$ cat src/rtl/shift_cmd_pkg.sv
// Shared types and default sizing for the shift command sequencer.
package shift_cmd_pkg;

    localparam int unsigned DEF_WIDTH = 8;
    localparam int unsigned DEF_LEN_W = 4;

    // Command opcode; the encoding is the downstream shift register's ctrl.
    typedef enum logic [1:0] {
        HOLD = 2'd0,
        SHR  = 2'd1,
        SHL  = 2'd2,
        LOAD = 2'd3
    } op_t;

    // Sequencer control state.
    typedef enum logic [1:0] {
        INIT = 2'd0,
        IDLE = 2'd1,
        RUN  = 2'd2
    } state_t;

endpackage

$ cat src/rtl/shift_cmd_bitsel.sv
// Maps an opcode, a command word and a beat index to one beat's ctrl/data.
module shift_cmd_bitsel
    import shift_cmd_pkg::*;
#(
    parameter int unsigned WIDTH = DEF_WIDTH,
    parameter int unsigned IDX_W = (WIDTH > 1) ? $clog2(WIDTH) : 1
) (
    input  op_t              op,
    input  logic [WIDTH-1:0] data,
    input  logic [IDX_W-1:0] idx,
    output logic [1:0]       beat_ctrl_c,
    output logic [WIDTH-1:0] beat_data_c
);

    localparam logic [IDX_W-1:0] TOP_IDX = IDX_W'(WIDTH - 1);

    // SHR feeds the MSB serial input LSB-first; SHL feeds the LSB serial input MSB-first.
    always_comb begin
        beat_ctrl_c = 2'(op);
        beat_data_c = '0;
        case (op)
            SHR:     beat_data_c[WIDTH-1] = data[idx];
            SHL:     beat_data_c[0]       = data[TOP_IDX - idx];
            LOAD:    beat_data_c          = data;
            default: beat_data_c          = '0;
        endcase
    end

endmodule

$ cat src/rtl/shift_cmd_sequencer.sv
// Expands accepted commands into per-cycle ctrl/data beats for a shift register.
module shift_cmd_sequencer
    import shift_cmd_pkg::*;
#(
    parameter int unsigned WIDTH = DEF_WIDTH,
    parameter int unsigned LEN_W = DEF_LEN_W
) (
    input  logic             clk,
    input  logic             resetn,
    input  logic             cmd_valid,
    output logic             cmd_ready,
    input  logic [1:0]       cmd_op,
    input  logic [WIDTH-1:0] cmd_data,
    input  logic [LEN_W-1:0] cmd_len,
    output logic [1:0]       sr_ctrl,
    output logic [WIDTH-1:0] sr_data,
    output logic             busy,
    output logic             done
);

    localparam int unsigned       IDX_W   = (WIDTH > 1) ? $clog2(WIDTH) : 1;
    localparam logic [IDX_W-1:0]  TOP_IDX = IDX_W'(WIDTH - 1);

    state_t             state_q, state_d;
    op_t                op_q, op_d;
    logic [WIDTH-1:0]   data_q, data_d;
    logic [LEN_W-1:0]   cnt_q, cnt_d;
    logic [LEN_W-1:0]   last_q, last_d;
    logic [IDX_W-1:0]   idx_q, idx_d;

    op_t                sel_op;
    logic [WIDTH-1:0]   sel_data;
    logic [IDX_W-1:0]   sel_idx;
    logic               beat_en;
    logic               last_beat;
    logic               accept;
    logic [1:0]         beat_ctrl_c;
    logic [WIDTH-1:0]   beat_data_c;

    // A new command may land on the final beat so back-to-back commands leave no gap.
    assign last_beat = (state_q == RUN) && (cnt_q == last_q);
    assign cmd_ready = (state_q == IDLE) || last_beat;
    assign accept    = cmd_valid && cmd_ready;

    shift_cmd_bitsel #(
        .WIDTH (WIDTH),
        .IDX_W (IDX_W)
    ) u_bitsel (
        .op          (sel_op),
        .data        (sel_data),
        .idx         (sel_idx),
        .beat_ctrl_c (beat_ctrl_c),
        .beat_data_c (beat_data_c)
    );

    // Next state, command latch and selection of the beat to register next.
    always_comb begin
        state_d  = state_q;
        op_d     = op_q;
        data_d   = data_q;
        cnt_d    = cnt_q;
        last_d   = last_q;
        idx_d    = idx_q;
        sel_op   = op_q;
        sel_data = data_q;
        sel_idx  = idx_q;
        beat_en  = 1'b0;

        case (state_q)
            INIT: state_d = IDLE;
            IDLE, RUN: begin
                if (accept) begin
                    op_d     = op_t'(cmd_op);
                    data_d   = cmd_data;
                    last_d   = (op_t'(cmd_op) == LOAD) ? '0 : cmd_len;
                    cnt_d    = '0;
                    idx_d    = '0;
                    sel_op   = op_t'(cmd_op);
                    sel_data = cmd_data;
                    sel_idx  = '0;
                    beat_en  = 1'b1;
                    state_d  = RUN;
                end else if ((state_q == RUN) && !last_beat) begin
                    cnt_d    = cnt_q + LEN_W'(1);
                    idx_d    = (idx_q == TOP_IDX) ? '0 : idx_q + IDX_W'(1);
                    sel_idx  = idx_d;
                    beat_en  = 1'b1;
                end else if (state_q == RUN) begin
                    state_d  = IDLE;
                end
            end
            default: state_d = INIT;
        endcase
    end

    // Control state register.
    always_ff @(posedge clk or negedge resetn) begin
        if (!resetn) begin
            state_q <= INIT;
        end else begin
            state_q <= state_d;
        end
    end

    // Command latch, beat counters and registered outputs.
    always_ff @(posedge clk or negedge resetn) begin
        if (!resetn) begin
            op_q    <= HOLD;
            data_q  <= '0;
            cnt_q   <= '0;
            last_q  <= '0;
            idx_q   <= '0;
            sr_ctrl <= 2'b00;
            sr_data <= '0;
            busy    <= 1'b0;
            done    <= 1'b0;
        end else begin
            op_q    <= op_d;
            data_q  <= data_d;
            cnt_q   <= cnt_d;
            last_q  <= last_d;
            idx_q   <= idx_d;
            sr_ctrl <= beat_en ? beat_ctrl_c : 2'b00;
            sr_data <= beat_en ? beat_data_c : '0;
            busy    <= beat_en;
            done    <= last_beat;
        end
    end

endmodule

$ cat config.mk
export PLATFORM = sky130hd
export DESIGN_NAME = shift_cmd_sequencer
export DESIGN_NICKNAME = d
export VERILOG_FILES = /design/src/rtl/shift_cmd_pkg.sv /design/src/rtl/shift_cmd_bitsel.sv /design/src/rtl/shift_cmd_sequencer.sv
export SDC_FILE = /design/constraint.sdc
export NUM_CORES = 1
export LEC_CHECK = 0
export BUFFER_PORTS_ARGS = -buffer_cell sky130_fd_sc_hd__buf_2
export CORE_MARGIN = 2
export CORE_UTILIZATION = 35
export CTS_CLUSTER_SIZE = 12
export DETAILED_ROUTE_END_ITERATION = 6
export GPL_TIMING_DRIVEN = 0
export SLEW_MARGIN = 5
export SYNTH_ARGS = -nofsm -noshare
export SYNTH_HDL_FRONTEND = slang
export SYNTH_SLANG_ARGS = --single-unit
$ cat constraint.sdc
create_clock -name clk -period 6.16 [get_ports clk]
set_input_delay 0 -clock clk [delete_from_list [all_inputs] [get_ports clk]]
set_output_delay 0 -clock clk [all_outputs]
set_load 0.01 [all_outputs]
Yosys cells after proc, flatten, opt, wreduce, memory -nomap -nowiden
Index checks and enable logic that the tools add are counted.
W data, S select, Z words.
- reductions and logical operators: 11
- $add $sub $neg: 3
- $lt $le $gt $ge: 2
- muxes and demuxes: 27
- eq/ne operators: 10
- operators by type and width (kind ; count):
    $mux W8 ; 3
    $mux W2 ; 6
    $mux W3 ; 4
    $mux W4 ; 3
    $eq A2 B2 Y1 const B ; 4
    $lt A3 B4 Y1 const B ; 2
    $bmux W1 S3 ; 2
    $mux W6 ; 1
    $ne A3 B3 Y1 const B ; 2
    $reduce_and A2 Y1 ; 3
    $mux W1 ; 5
    $add A4 B1 Y4 const B ; 1
    $eq A2 B1 Y1 const B ; 2
    $eq A4 B4 Y1 ; 1
    $pmux W1 S2 ; 2
    $pmux W2 S2 ; 1
    $add A3 B1 Y3 const B ; 1
    $eq A3 B3 Y1 const B ; 1
    $logic_and A1 B1 Y1 ; 3
    $sub A3 B3 Y3 const A ; 1
    $logic_not A2 Y1 ; 1
    $reduce_bool A2 Y1 ; 1
    $reduce_or A2 Y1 ; 1
    $logic_not A1 Y1 ; 1
    $logic_or A1 B1 Y1 ; 1
- bits in registers: 35
- output and inout port bits: 13
- logic and storage cells: 63
- input port bits: 17

Depth between registers and ports, before layout
Gate-level depths: netlist of the first run.
- depth after elaboration: 12
- depth in mapped cells: 10
- gate-level depth less buffers: 10

Hierarchy
From an unflattened synthesis of the first run, not the netlist that was laid out.
- cell total of the unflattened synthesis: 135
- area total of the unflattened synthesis: 1711.6 um^2
- modules (own cells, without submodules) (module ; times used ; sequential area each (um^2) ; area each (um^2) ; cells each):
    shift_cmd_sequencer ; 1 ; 875.8 ; 1493.9 ; 109
    shift_cmd_bitsel ; 1 ; 0.0 ; 217.7 ; 26

Least setup slack after synthesis of the first run
No wires, ideal clock.
- path type: reg-to-reg
- start point: reg state_q[0]
- end point: reg sr_data[7]
- data required time: 6.029 ns
- path slack: 3.801 ns
- clock period less this slack: 2.359 ns
- library setup time: 0.131 ns
- stages on the path, launching flop included: 11
- arrival time: 2.228 ns
- buffers on the path: 1
- path through: dfrtp_1 inv_1 ha_1 and2_1 o41a_4 and3_4 buf_6 nor2_8 mux2_2 a311oi_1 a211oi_1
- cells in the longest elaborated chain, start to end: 11
- elaborated cells on any way between the ends: 24
- those cells by class: eq/ne (4); mux (14); reduce/logical (6)
- RTL lines (item ; RTL line ; text):
    start, declared ; shift_cmd_sequencer.sv:24 ; state_t state_q, state_d;
    start signal, assigned ; shift_cmd_sequencer.sv:101 ; state_q <= state_d;
    $eq A2 B2 Y1 ; shift_cmd_sequencer.sv:41, shift_cmd_sequencer.sv:69, shift_cmd_sequencer.sv:83 ;
    $logic_and A1 B1 Y1 ; shift_cmd_sequencer.sv:41 ; assign last_beat = (state_q == RUN) && (cnt_q == last_q);
    $logic_not A1 Y1 ; shift_cmd_sequencer.sv:83 ; end else if ((state_q == RUN) && !last_beat) begin
    $logic_and A1 B1 Y1 ; shift_cmd_sequencer.sv:83 ;
    $mux W3 (3 in a row) ; -- ;
    $bmux W1 S3 ; shift_cmd_bitsel.sv:22 ; SHR: beat_data_c[WIDTH-1] = data[idx];
    $mux W1 (implied by the code) ; shift_cmd_bitsel.sv:22 ;
    $pmux W1 S2 ; shift_cmd_bitsel.sv:21 ; case (op)
    $mux W8 * ; shift_cmd_sequencer.sv:124 ; sr_data <= beat_en ? beat_data_c : '0;
    end signal, assigned ; shift_cmd_sequencer.sv:124 ;
    end, declared ; shift_cmd_sequencer.sv:16 ; output logic [WIDTH-1:0] sr_data,
Mark *: on every way between the ends. The rest lies on a longest branch, timed or not. The select of a mux whose other input is x is not followed.
A chain may end at the register's enable or synchronous reset.

Worst setup path in the final report of the first run
- start point: reg state_q[1]
- end point: reg sr_data[0]
- cells in the longest elaborated chain, start to end: 12
- elaborated cells on any way between the ends: 25
- those cells by class: add/sub (1); eq/ne (4); mux (14); reduce/logical (6)
- RTL lines (item ; RTL line ; text):
    $eq A2 B2 Y1 ; shift_cmd_sequencer.sv:41, shift_cmd_sequencer.sv:69, shift_cmd_sequencer.sv:83 ;
    $logic_and A1 B1 Y1 ; shift_cmd_sequencer.sv:41 ;
    $logic_not A1 Y1 ; shift_cmd_sequencer.sv:83 ;
    $logic_and A1 B1 Y1 ; shift_cmd_sequencer.sv:83 ;
    $mux W3 (3 in a row) ; -- ;
    $sub A3 B3 Y3 ; shift_cmd_bitsel.sv:23 ; SHL: beat_data_c[0] = data[TOP_IDX - idx];
    $bmux W1 S3 ; shift_cmd_bitsel.sv:23 ;
    $mux W1 (implied by the code) ; shift_cmd_bitsel.sv:23 ;
    $pmux W1 S2 ; shift_cmd_bitsel.sv:21 ;
    $mux W8 * ; shift_cmd_sequencer.sv:124 ;
Marks and branches as above.

==> results of run 1 <==
worst max-delay path: stages, from the launching register on:
cell and delay [ns]:
sky130_fd_sc_hd__dfrtp_1 0.39, sky130_fd_sc_hd__inv_1 0.08, sky130_fd_sc_hd__ha_1 0.40, sky130_fd_sc_hd__and2_1 0.24, sky130_fd_sc_hd__o41ai_4 0.14, sky130_fd_sc_hd__and2_1 0.20, sky130_fd_sc_hd__a21oi_1 0.46, sky130_fd_sc_hd__inv_1 0.16
sky130_fd_sc_hd__mux2_2 0.31, sky130_fd_sc_hd__o22ai_1 0.19
cell usage after synthesis:
| master | count |
|---|---|
| sky130_fd_sc_hd__nand2_1 | 44 |
| sky130_fd_sc_hd__dfrtp_1 | 35 |
| sky130_fd_sc_hd__a21oi_1 | 11 |
| sky130_fd_sc_hd__nand3_1 | 10 |
| sky130_fd_sc_hd__inv_1 | 9 |
| sky130_fd_sc_hd__ha_1 | 7 |
| sky130_fd_sc_hd__o21ai_0 | 7 |
| sky130_fd_sc_hd__nor2_1 | 6 |
| sky130_fd_sc_hd__xor2_1 | 6 |
| sky130_fd_sc_hd__mux2i_1 | 4 |
| sky130_fd_sc_hd__and2_1 | 3 |
| sky130_fd_sc_hd__buf_2 | 3 |
| sky130_fd_sc_hd__nor4_1 | 3 |
| sky130_fd_sc_hd__a211oi_1 | 2 |
| sky130_fd_sc_hd__a21o_1 | 2 |
| sky130_fd_sc_hd__a31oi_1 | 2 |
| sky130_fd_sc_hd__and3_2 | 2 |
| sky130_fd_sc_hd__mux2_2 | 2 |
| sky130_fd_sc_hd__nand2b_1 | 2 |
| sky130_fd_sc_hd__o211ai_1 | 2 |
| sky130_fd_sc_hd__a22oi_1 | 1 |
| sky130_fd_sc_hd__a311oi_1 | 1 |
| sky130_fd_sc_hd__a41o_1 | 1 |
| sky130_fd_sc_hd__a41oi_1 | 1 |
| sky130_fd_sc_hd__and2_4 | 1 |
| sky130_fd_sc_hd__and3_1 | 1 |
| sky130_fd_sc_hd__and3_4 | 1 |
| sky130_fd_sc_hd__buf_1 | 1 |
| sky130_fd_sc_hd__buf_6 | 1 |
| sky130_fd_sc_hd__nand3b_1 | 1 |
| sky130_fd_sc_hd__nand4_1 | 1 |
| sky130_fd_sc_hd__nor2_2 | 1 |
| sky130_fd_sc_hd__nor2_8 | 1 |
| sky130_fd_sc_hd__nor2b_1 | 1 |
| sky130_fd_sc_hd__nor3_1 | 1 |
| sky130_fd_sc_hd__nor4b_1 | 1 |
| sky130_fd_sc_hd__o21bai_1 | 1 |
| sky130_fd_sc_hd__o22ai_1 | 1 |
| sky130_fd_sc_hd__o311a_1 | 1 |
| sky130_fd_sc_hd__o31ai_1 | 1 |
| sky130_fd_sc_hd__o32ai_1 | 1 |
| sky130_fd_sc_hd__o41a_4 | 1 |
| sky130_fd_sc_hd__o41ai_4 | 1 |
report_power, final:
group / total [mW] / leakage (nW) / internal, mW / switching (mW)
sequential: 0.358 / 0.464 / 0.301 / 0.0562
clock: 0.154 / 0.0371 / 0.0754 / 0.0790
combinational: 0.352 / 0.696 / 0.137 / 0.216
what timing repair did:
| action | in CTS | in global routing |
|---|---|---|
| setup endpoints to repair | 0 | 0 |
| gates resized for setup | 0 | 0 |
| hold buffers | 13 | 0 |
| hold endpoints to repair | 53 | 0 |
area by class of cell:
class	count	area (um2)	area share (%)
sequential	35	875.8	39.13
multi-input combinational	136	863.3	38.57
timing repair buffer	42	275.3	12.30
tap	70	87.58	3.913
clock buffer	6	72.57	3.242
inverter	9	33.78	1.509
buffer	5	30.03	1.342
kinds of logic after synthesis:
logic type / share of synthesized area [%]
xor+xnor: 2.915
simple gates: 21.58
flops: 48.58
compound gates: 15.06
buf+inv: 3.539
mux: 3.470
fa+ha+maj: 4.858
per-layer routing:
| metal | global-route usage [%] | routed length (um) | vias to the layer above |
|---|---|---|---|
| met1 | 18.97 | 1889 | 707 |
| met4 | 5.653 | 76 | 0 |
| met5 | 0 | 0 | - |
| met2 | 24.23 | 1846 | 31 |
| li1 | - | - | 740 |
| met3 | 4.101 | 163 | 8 |
cell usage in the layout, fill, tap and decap left out, drive strengths merged:
cell	instances
a31oi	2
o41ai	1
o31ai	1
o32ai	1
a41o	1
ha	7
a311oi	1
nor4b	1
a41oi	1
and2	4
inv	9
nand3	10
nor2	8
nand2	44
xor2	6
nor3	1
mux2i	4
o21ai	7
o41a	1
o211ai	2
nand4	1
a21oi	11
a22oi	1
dfrtp	35
dlygate4sd3	13
nand2b	2
a21o	2
mux2	2
nand3b	1
o21bai	1
o22ai	1
buf	34
nor4	3
o311a	1
and3	4
clkbuf	6
a211oi	2
nor2b	1
sequential cells by signal (all words and copies together), names as in the netlist:
register / cells
busy: 1
cnt_q: 4
data_q: 8
done: 1
idx_q: 3
last_q: 4
op_q: 2
sr_ctrl: 2
sr_data: 8
state_q: 2
worst min-delay path by stage:
stage                          from    endpoint  cells after the start
after global routing      cmd_op[0]     op_q[0]                      3
after global placement       resetn        done                      1
after CTS                 cmd_op[0]     op_q[0]                      3
final                     cmd_op[0]     op_q[0]                      3
after floorplan              resetn        busy                      0
after detailed placement     resetn  state_q[0]                      1
==> impl_results.md, run 1 <==
* Outcome: finished, final reports clean
* Post-route worst hold slack at 0.02261 ns
* Number of max-slew violations in the final report at 0
* Effective utilization at floorplan at 35.76%
* Num CTS Buffers at 5
* CTS tree: yes
* Critical Path RT at 6.35 ns
* Detailed-route wire length per cell at about 13 um
* Worst Setup Start Kind: register
* Fill cell instance count of the final layout at around 500
* Largest net degree at the start of global routing at 36
* Path depth of the worst reg2reg path at 9
* Final Routed Wirelength at around 4000 um
* Placer's final routability congestion estimate at between 0.8 and 0.9
* RSZ-0062 raised after global routing: false
* Sequential cell area fraction in the yosys report at between 40% and 50%
* Clk root buf: sky130_fd_sc_hd__clkbuf_8
* Congestion Overflow GR at 0
* Proportion of layout cells with a drive suffix above 1 at between 20% and 30%
* Post-route cell area at 0.002238 mm2
* Clk buf depth at 2
* Detailed Place HPWL at 2819 um
* Critical path peak fanout at 8
* Floorplan Core Area at 0.005042 mm2
* Lkg Pwr at around 1.2 nW
* Arrival time at the worst endpoint at between 2 and 3 ns
* Nets at 258
* Initial antenna violation count at 0
* Post-synthesis instance area at roughly 0.0018 mm2
* Cell area after placement at just over 0.002 mm2
* Post-route ant nets at 0
* Worst min-delay path class: primary input to register
* Classification of the worst setup path: register to register
* # DRC at 0
* Critical R2R Launch: state_q[1]
* Number of cells in the design after placement at 284
* Clk sink count at 35
* Endpoints failing setup at 0
* Slew @ Worst Pin at just under 0.8 ns
* Syn. warnings at 0
* Final period demand of the worst path at ~2.7 ns
* Vias at approximately 1.5k
* Number of buffers added for setup after CTS at 0
* Final Hold Vio Count at 0
* Number of max-cap violations at 0
* Worst-case setup slack after placement at about 3.5 ns
* Setup WS post-layout at between 3 and 4 ns
* Setup TNS after final layout at 0 ns
* Max Freq at around 380 MHz
* Kind of capture point of the worst setup path: register
* Avg Inst Size Synth at approximately 9.7 um2
* Max transition margin at approximately 47%
* Capture point of the worst reg-to-reg path: sr_data[0]
* Ports at 30
* Vias in the first global route at between 1k and 1.5k
* Global-route wire length before repair at 6403 um
* Height of the die at 75.78 um
* Iteration-0 DRC Markers at between 40 and 50
* FF+latch count, synth at 35
* IO buf count at 29
* Setup crit end: sr_data[0]
* Period Utilization, post-route at a little over two fifths
* Die ar. at roughly 0.0057 mm2
* Count of distinct cell types in the synthesized netlist at 43
* X dimension of the die at approximately 76 um
* Synth top area share at about half
* Total power at around 0.86 mW
* Beginning of the critical path: state_q[1]
* First-pass detailed-route iteration total at 4
* Pwr Density at just under 400 mW/mm2
* Count of inserted antenna diode cells at 0
* Worst-Skew Late Latency at roughly 0.28 ns
* Vias per cell at between 4 and 5
* Leading cell types by total area after synthesis: sky130_fd_sc_hd__dfrtp_1 49%, sky130_fd_sc_hd__nand2_1 9.2%, sky130_fd_sc_hd__ha_1 4.9%
* Clk_skew at between 0.004 and 0.005 ns
* Highest ir drop seen on vdd at around 170 uV
* Dominant cell type by area after synthesis: sky130_fd_sc_hd__dfrtp_1
* Reg clk slew, reported paths at 0.07 ns
* Register-to-register setup slack at between 3 and 4 ns
* Area growth from synthesis to final layout at 24.15%
* Number of levels the H-tree was split into at 2
* Syn Inst Count at 185
* Final cell count without fillers at 303
* Number of core rows at 26
* All-layer global routing usage at roughly 15%
* Post-synthesis net count at 209
* Final core area utilization at 44.39%
Note: power is estimated with default switching activity, not from simulation.
==> run 2, diff against run 1 <==
Clock period 6.16 ns to 2.6 ns, I/O delays scaled along.
==> impl_results.md, run 2 (synthesis results as in run 1) <==
* Proportion of layout cells with a drive suffix above 1 at 24.46% (+3.9 points)
* Floorplan Core Area at 0.005042 mm2 (unchanged)
* Slowest CP cell: sky130_fd_sc_hd__o41a_4
* Congestion Overflow GR at 0 (unchanged)
* Nets at 258 (unchanged)
* Num CTS Buffers at 5 (unchanged)
* Placer's final routability congestion estimate at 0.8941 (unchanged)
* Global-route wire length before repair at 6430 um (+0.42%)
* # DRC at 0 (unchanged)
* Final Routed Wirelength at 3962 um (-0.30%)
* Number of buffers and inverters on the critical path at 1 (-1)
* Final period demand of the worst path at 2.498 ns (-0.1687 ns)
* Period Utilization, post-route at 96.06% (+53 points)
* Clk_skew at 0.004064 ns (-0.0001411 ns)
* X dimension of the die at 75.78 um (unchanged)
* Detailed-route wire length per cell at 13.08 um (-0.30%)
* Total power at 2.104 mW (+140%)
* Clk buf depth at 2 (unchanged)
* Critical Path RT at 2.76 ns (-3.59 ns)
* Detailed Place HPWL at 2819 um (unchanged)
* Final Hold Vio Count at 0 (unchanged)
* Biggest registers after layout: data_q (8), sr_data (8)
* Ports at 30 (unchanged)
* IO buf count at 29 (unchanged)
* Setup WS post-layout at 0.1024 ns (-3.391 ns)
* Arrival time at the worst endpoint at 2.66 ns (-0.20 ns)
* Iteration-0 DRC Markers at 35 (-19%)
* Classification of the worst setup path: register to register
* Worst-Skew Late Latency at 0.28 ns (about the same)
* Lkg Pwr at 1.210 nW (+1.1%)
* Cell class contributing the biggest share of worst-path delay: compound AO/OA/AOI/OAI gates
* Number of core rows at 26 (unchanged)
* Number of levels the H-tree was split into at 2 (unchanged)
* Register-to-register setup slack at 0.10 ns (-3.39 ns)
* Post-route ant nets at 0 (unchanged)
* Die ar. at 0.005742 mm2 (unchanged)
* Worst Setup Start Kind: register
* Slew @ Worst Pin at 0.7847 ns (-0.009276 ns)
* Fill cell instance count of the final layout at 496 (-1.6%)
* Effective utilization at floorplan at 35.76% (unchanged)
* Final core area utilization at 45.46% (+1.1 points)
* Worst-case setup slack after placement at -0.02438 ns (-3.560 ns)
* Clk root buf: sky130_fd_sc_hd__clkbuf_8
* Count of inserted antenna diode cells at 0 (unchanged)
* Endpoints failing setup at 0 (unchanged)
* Number of max-slew violations in the final report at 0 (unchanged)
* Outcome: finished, final reports clean
* Most common cell after layout, fill and taps aside: sky130_fd_sc_hd__nand2_1
* Vias in the first global route at 1401 (-0.57%)
* First-pass detailed-route iteration total at 4 (unchanged)
* Pwr Density at 918.1 mW/mm2 (+140%)
* Most frequent cells in the layout: 44 x sky130_fd_sc_hd__nand2_1, 35 x sky130_fd_sc_hd__dfrtp_1, 31 x sky130_fd_sc_hd__buf_2
* Kind of capture point of the worst setup path: register
* Max transition margin at 47.69% (+0.62 points)
* Critical path peak fanout at 8 (unchanged)
* Largest net degree at the start of global routing at 36 (unchanged)
* Vias at 1493 (+0.47%)
* RSZ-0062 raised after global routing: false
* Max Freq at 400.4 MHz (+6.8%)
* Number of buffers added for setup after CTS at 0 (unchanged)
* Initial antenna violation count at 0 (unchanged)
* Critical path cell sequence: xor2_1 -> o41a_4 -> and3_4 -> buf_6 -> nor2_8 -> mux2_2 -> a311oi_2 -> a211oi_1
* Reg clk slew, reported paths at 0.07 ns (about the same)
* Clk sink count at 35 (unchanged)
* Vias per cell at 4.927 (+0.47%)
* Highest ir drop seen on vdd at 419.7 uV (+140%)
* Critical Path Max Stage Delay at 0.50 ns (+0.04 ns)
* Height of the die at 75.78 um (unchanged)
* Worst min-delay path class: primary input to register
* All-layer global routing usage at 14.99% (+0.055 points)
* CTS tree: yes
* Area growth from synthesis to final layout at 27.13%
* Number of max-cap violations at 0 (unchanged)
-- run 2: cell types whose count changed in the layout (fill, tap and decap cells not counted), sizes merged --
cell / delta
buf: -2
clkbuf: +2
-- run 2: layer usage --
metal / share of wire, % / vias up / global-route usage [%]
met4: 1.7 / 0 / 5.653
li1: - / 738 / -
met3: 3.9 / 8 / 4.101
met5: 0 / - / 0
met2: 48 / 31 / 23.85
met1: 46 / 716 / 19.47
-- run 2: final timing paths --
check / from / end / cells after the start
max in group asynchronous: resetn / data_q[2] / 2
setup reg to reg: cnt_q[0] / sr_data[7] / 8
min in group asynchronous: resetn / state_q[0] / 2
setup / recovery: cnt_q[0] / sr_data[7] / 8
hold / removal: cmd_op[0] / op_q[0] / 3
hold reg to reg: last_q[1] / last_q[1] / 2
-- run 2: layout make-up --
class | count | area, um2 | area share, %
clock buffers | 6 | 72.57 | 3.166
flip-flops and latches | 35 | 875.8 | 38.21
repair buffers | 42 | 275.3 | 12.01
plain buffers | 5 | 33.78 | 1.474
well taps | 70 | 87.58 | 3.821
multi-input cells | 136 | 913.4 | 39.85
inverters | 9 | 33.78 | 1.474
-- run 2: per-stage QoR --
step	TNS [ns]	hold slack, ns	instances	area, um2
2_1_floorplan	0	-0.2956	185	1803
3_3_place_gp	-0.01070	0.1309	284	2036
3_5_place_dp	-0.02438	0.1383	284	2036
4_1_cts	0	0.004544	303	2242
5_1_grt	0	0.02724	303	2292
6_report	0	0.02901	303	2292
-- run 2: timing repair --
item                                   4_1_cts  5_1_grt
endpoints found under the hold margin       53        0
setup endpoints to repair                    1       12
hold buffers                                13        0
resized for setup                            1       10
-- run 2: power breakdown --
group	switching, mW	total, mW	internal, mW
combinational	0.535	0.887	0.352
clock	0.184	0.363	0.179
sequential	0.141	0.855	0.714
total	0.859	2.10	1.24
-- run 2: worst min-delay path: cells and delay by family --
kind	cells	cell delay, ns
and+or+nand+nor	2	0.17
buffers and inverters	1	0.10
==> run 3, diff against run 2 <==
Settings changed: CTS_BUF_LIST set to sky130_fd_sc_hd__clkbuf_4 sky130_fd_sc_hd__clkbuf_8, GPL_TIMING_DRIVEN 0 to not set.
==> impl_results.md, run 3 (synthesis results as in run 1) <==
* Outcome: finished, final reports clean
* Detailed-route wire length per cell at 13.07 um (about the same)
* Fill cell instance count of the final layout at 502 (+1.2%)
* RSZ-0062 raised after global routing: false
* Final Hold Vio Count at 0 (unchanged)
* Final cell count without fillers at 306 (+0.99%)
* Worst min-delay path class: primary input to register
* Global-route wire length before repair at 6831 um (+6.2%)
* Cell area after placement at 0.002051 mm2 (+0.74%)
* Switching pwr at 0.8520 mW (-0.87%)
* Vias per cell at 4.810 (-2.4%)
* Register-to-register setup slack at 0.17 ns (+0.07 ns)
* Proportion of total power due to net switching at 38.90% (-1.9 points)
* Clk_skew at 0.003987 ns (-0.00007628 ns)
* Number of buffers added for setup after CTS at 0 (unchanged)
* Final period demand of the worst path at 2.427 ns (-0.07097 ns)
* Hold Path Depth at 3 (unchanged)
* First-pass detailed-route iteration total at 4 (unchanged)
* Number of cells in the design after placement at 285 (+0.35%)
* Num CTS Buffers at 5 (unchanged)
* Lkg Pwr at 1.229 nW (+1.5%)
* Clk buf depth at 2 (unchanged)
* CTS tree: yes
* IO buf count at 29 (unchanged)
* Arrival time at the worst endpoint at 2.59 ns (-0.07 ns)
* X dimension of the die at 75.78 um (unchanged)
* Iteration-0 DRC Markers at 107 (+210%)
* Clk root buf: sky130_fd_sc_hd__clkbuf_8
* Die ar. at 0.005742 mm2 (unchanged)
* Worst-Skew Late Latency at 0.29 ns (about the same)
* Vias in the first global route at 1452 (+3.6%)
* Area growth from synthesis to final layout at 28.31%
* Hold Startpoint: cmd_op[0]
* Critical R2R Launch: last_q[3]
* Initial antenna violation count at 0 (unchanged)
* Proportion of power drawn by flip-flops and latches at 39.0% (-1.6 points)
* Detailed Place HPWL at 2873 um (+1.9%)
* Ports at 30 (unchanged)
* # DRC at 0 (unchanged)
* Routing layer with the top usage in global route: met2
* Vias at 1472 (-1.4%)
* Effective utilization at floorplan at 35.76% (unchanged)
* Beginning of the critical path: last_q[3]
* Endpoints failing setup at 0 (unchanged)
* Critical Path RT at 2.76 ns (about the same)
* Path depth of the worst reg2reg path at 7 (-1)
* Met3 demand-to-capacity share in global routing at 4.101% (unchanged)
* Kind of capture point of the worst setup path: register
* Number of core rows at 26 (unchanged)
* Setup TNS after final layout at 0 ns (unchanged)
* Worst Setup Start Kind: register
* Combinational fraction of design power at 40.9% (-1.2 points)
* Floorplan Core Area at 0.005042 mm2 (unchanged)
* Nets at 259 (+0.39%)
* Post-route cell area at 0.002313 mm2 (+0.93%)
* Critical path peak fanout at 8 (unchanged)
* Post-route ant nets at 0 (unchanged)
* Period Utilization, post-route at 93.33% (-2.7 points)
* Final Routed Wirelength at 3998 um (+0.91%)
* Biggest registers after layout: data_q (8), sr_data (8)
* Pwr Density at 946.6 mW/mm2 (+3.1%)
* Most frequent cells in the layout: 44 x sky130_fd_sc_hd__nand2_1, 35 x sky130_fd_sc_hd__dfrtp_1, 29 x sky130_fd_sc_hd__buf_2
* Count of inserted antenna diode cells at 0 (unchanged)
* Highest ir drop seen on vdd at 450.1 uV (+7.2%)
* Number of levels the H-tree was split into at 2 (unchanged)
* Reg clk slew, reported paths at 0.07 ns (about the same)
* Clock network power share at 20.2% (+3.0 points)
* Endpoint of the worst hold path: op_q[0]
* Classification of the worst setup path: register to register
* Congestion Overflow GR at 0 (unchanged)
* Number of max-cap violations at 0 (unchanged)
* Placer's final routability congestion estimate at 0.8285 (-7.3%)
* Max Freq at 412.1 MHz (+2.9%)
* Clk sink count at 35 (unchanged)
* Most common cell after layout, fill and taps aside: sky130_fd_sc_hd__nand2_1
* Capture point of the worst reg-to-reg path: sr_data[7]
* Max transition margin at 47.38% (-0.31 points)
* All-layer global routing usage at 15.98% (+0.99 points)
* Power Internal at 1.338 mW (+7.5%)
* Global-route met2 utilization at 26.05% (+2.2 points)
* Global Route met1 Usage at 20.97% (+1.5 points)
* Proportion of layout cells with a drive suffix above 1 at 25.00% (+0.54 points)
* Number of max-slew violations in the final report at 0 (unchanged)
* Slew @ Worst Pin at 0.7893 ns (+0.004634 ns)
* Height of the die at 75.78 um (unchanged)
* Total power at 2.190 mW (+4.1%)
* Largest net degree at the start of global routing at 36 (unchanged)
run 3: worst max-delay path: stages, from the launching register on:
cell and delay [ns]:
sky130_fd_sc_hd__dfrtp_1 0.40, sky130_fd_sc_hd__xor2_1 0.23, sky130_fd_sc_hd__o41a_4 0.57, sky130_fd_sc_hd__and3_4 0.22, sky130_fd_sc_hd__nor2_8 0.16, sky130_fd_sc_hd__mux2_2 0.34, sky130_fd_sc_hd__a311oi_1 0.28, sky130_fd_sc_hd__a211oi_1 0.09
run 3: worst max path at each step:
stage	to	slack [ns]	cells after the start
finish	sr_data[7]	0.17	7
global route	sr_data[0]	0.01	8
CTS	sr_data[0]	0.1	9
detailed placement	sr_data[0]	0.12	9
global placement	sr_data[7]	0.15	8
floorplan	sr_data[7]	0.24	10
run 3: power by group through the flow:
stage | clock, mW | combinational [mW] | sequential (mW)
2_1_floorplan | 0 | 0.608 | 0.833
3_3_place_gp | 0 | 0.850 | 0.860
3_5_place_dp | 0 | 0.855 | 0.860
4_1_cts | 0.452 | 0.872 | 0.850
5_1_grt | 0.479 | 1.03 | 0.875
6_report | 0.442 | 0.895 | 0.853
run 3: through the flow:
step                      hold WS [ns]  utilization [%]  setup slack, ns
after floorplan                -0.2956                -           0.2407
after global placement          0.1326            40.67           0.1517
after detailed placement        0.1431            40.67           0.1198
after CTS                     0.007961            45.31          0.09926
after global routing           0.03455            45.88          0.01444
final                          0.01222            45.88           0.1734
run 3: final cells by class:
class                   count  area, um2  area share [%]
multi-input cells         136      892.1           38.56
flip-flops and latches     35      875.8           37.86
repair buffers             48      320.3           13.85
clock buffers               8      103.9           4.489
well taps                  70      87.58           3.786
inverters                   9      33.78           1.460
run 3: layer usage:
metal,vias up,share of wire (%)
met1,695,47
li1,750,-
met3,5,3.4
met4,0,1.2
met5,-,0
met2,22,48
run 3: timing repair:
action	CTS	global route
hold endpoints to repair	53	0
hold buffers	13	0
setup endpoints to repair	0	2
resized for setup	0	6
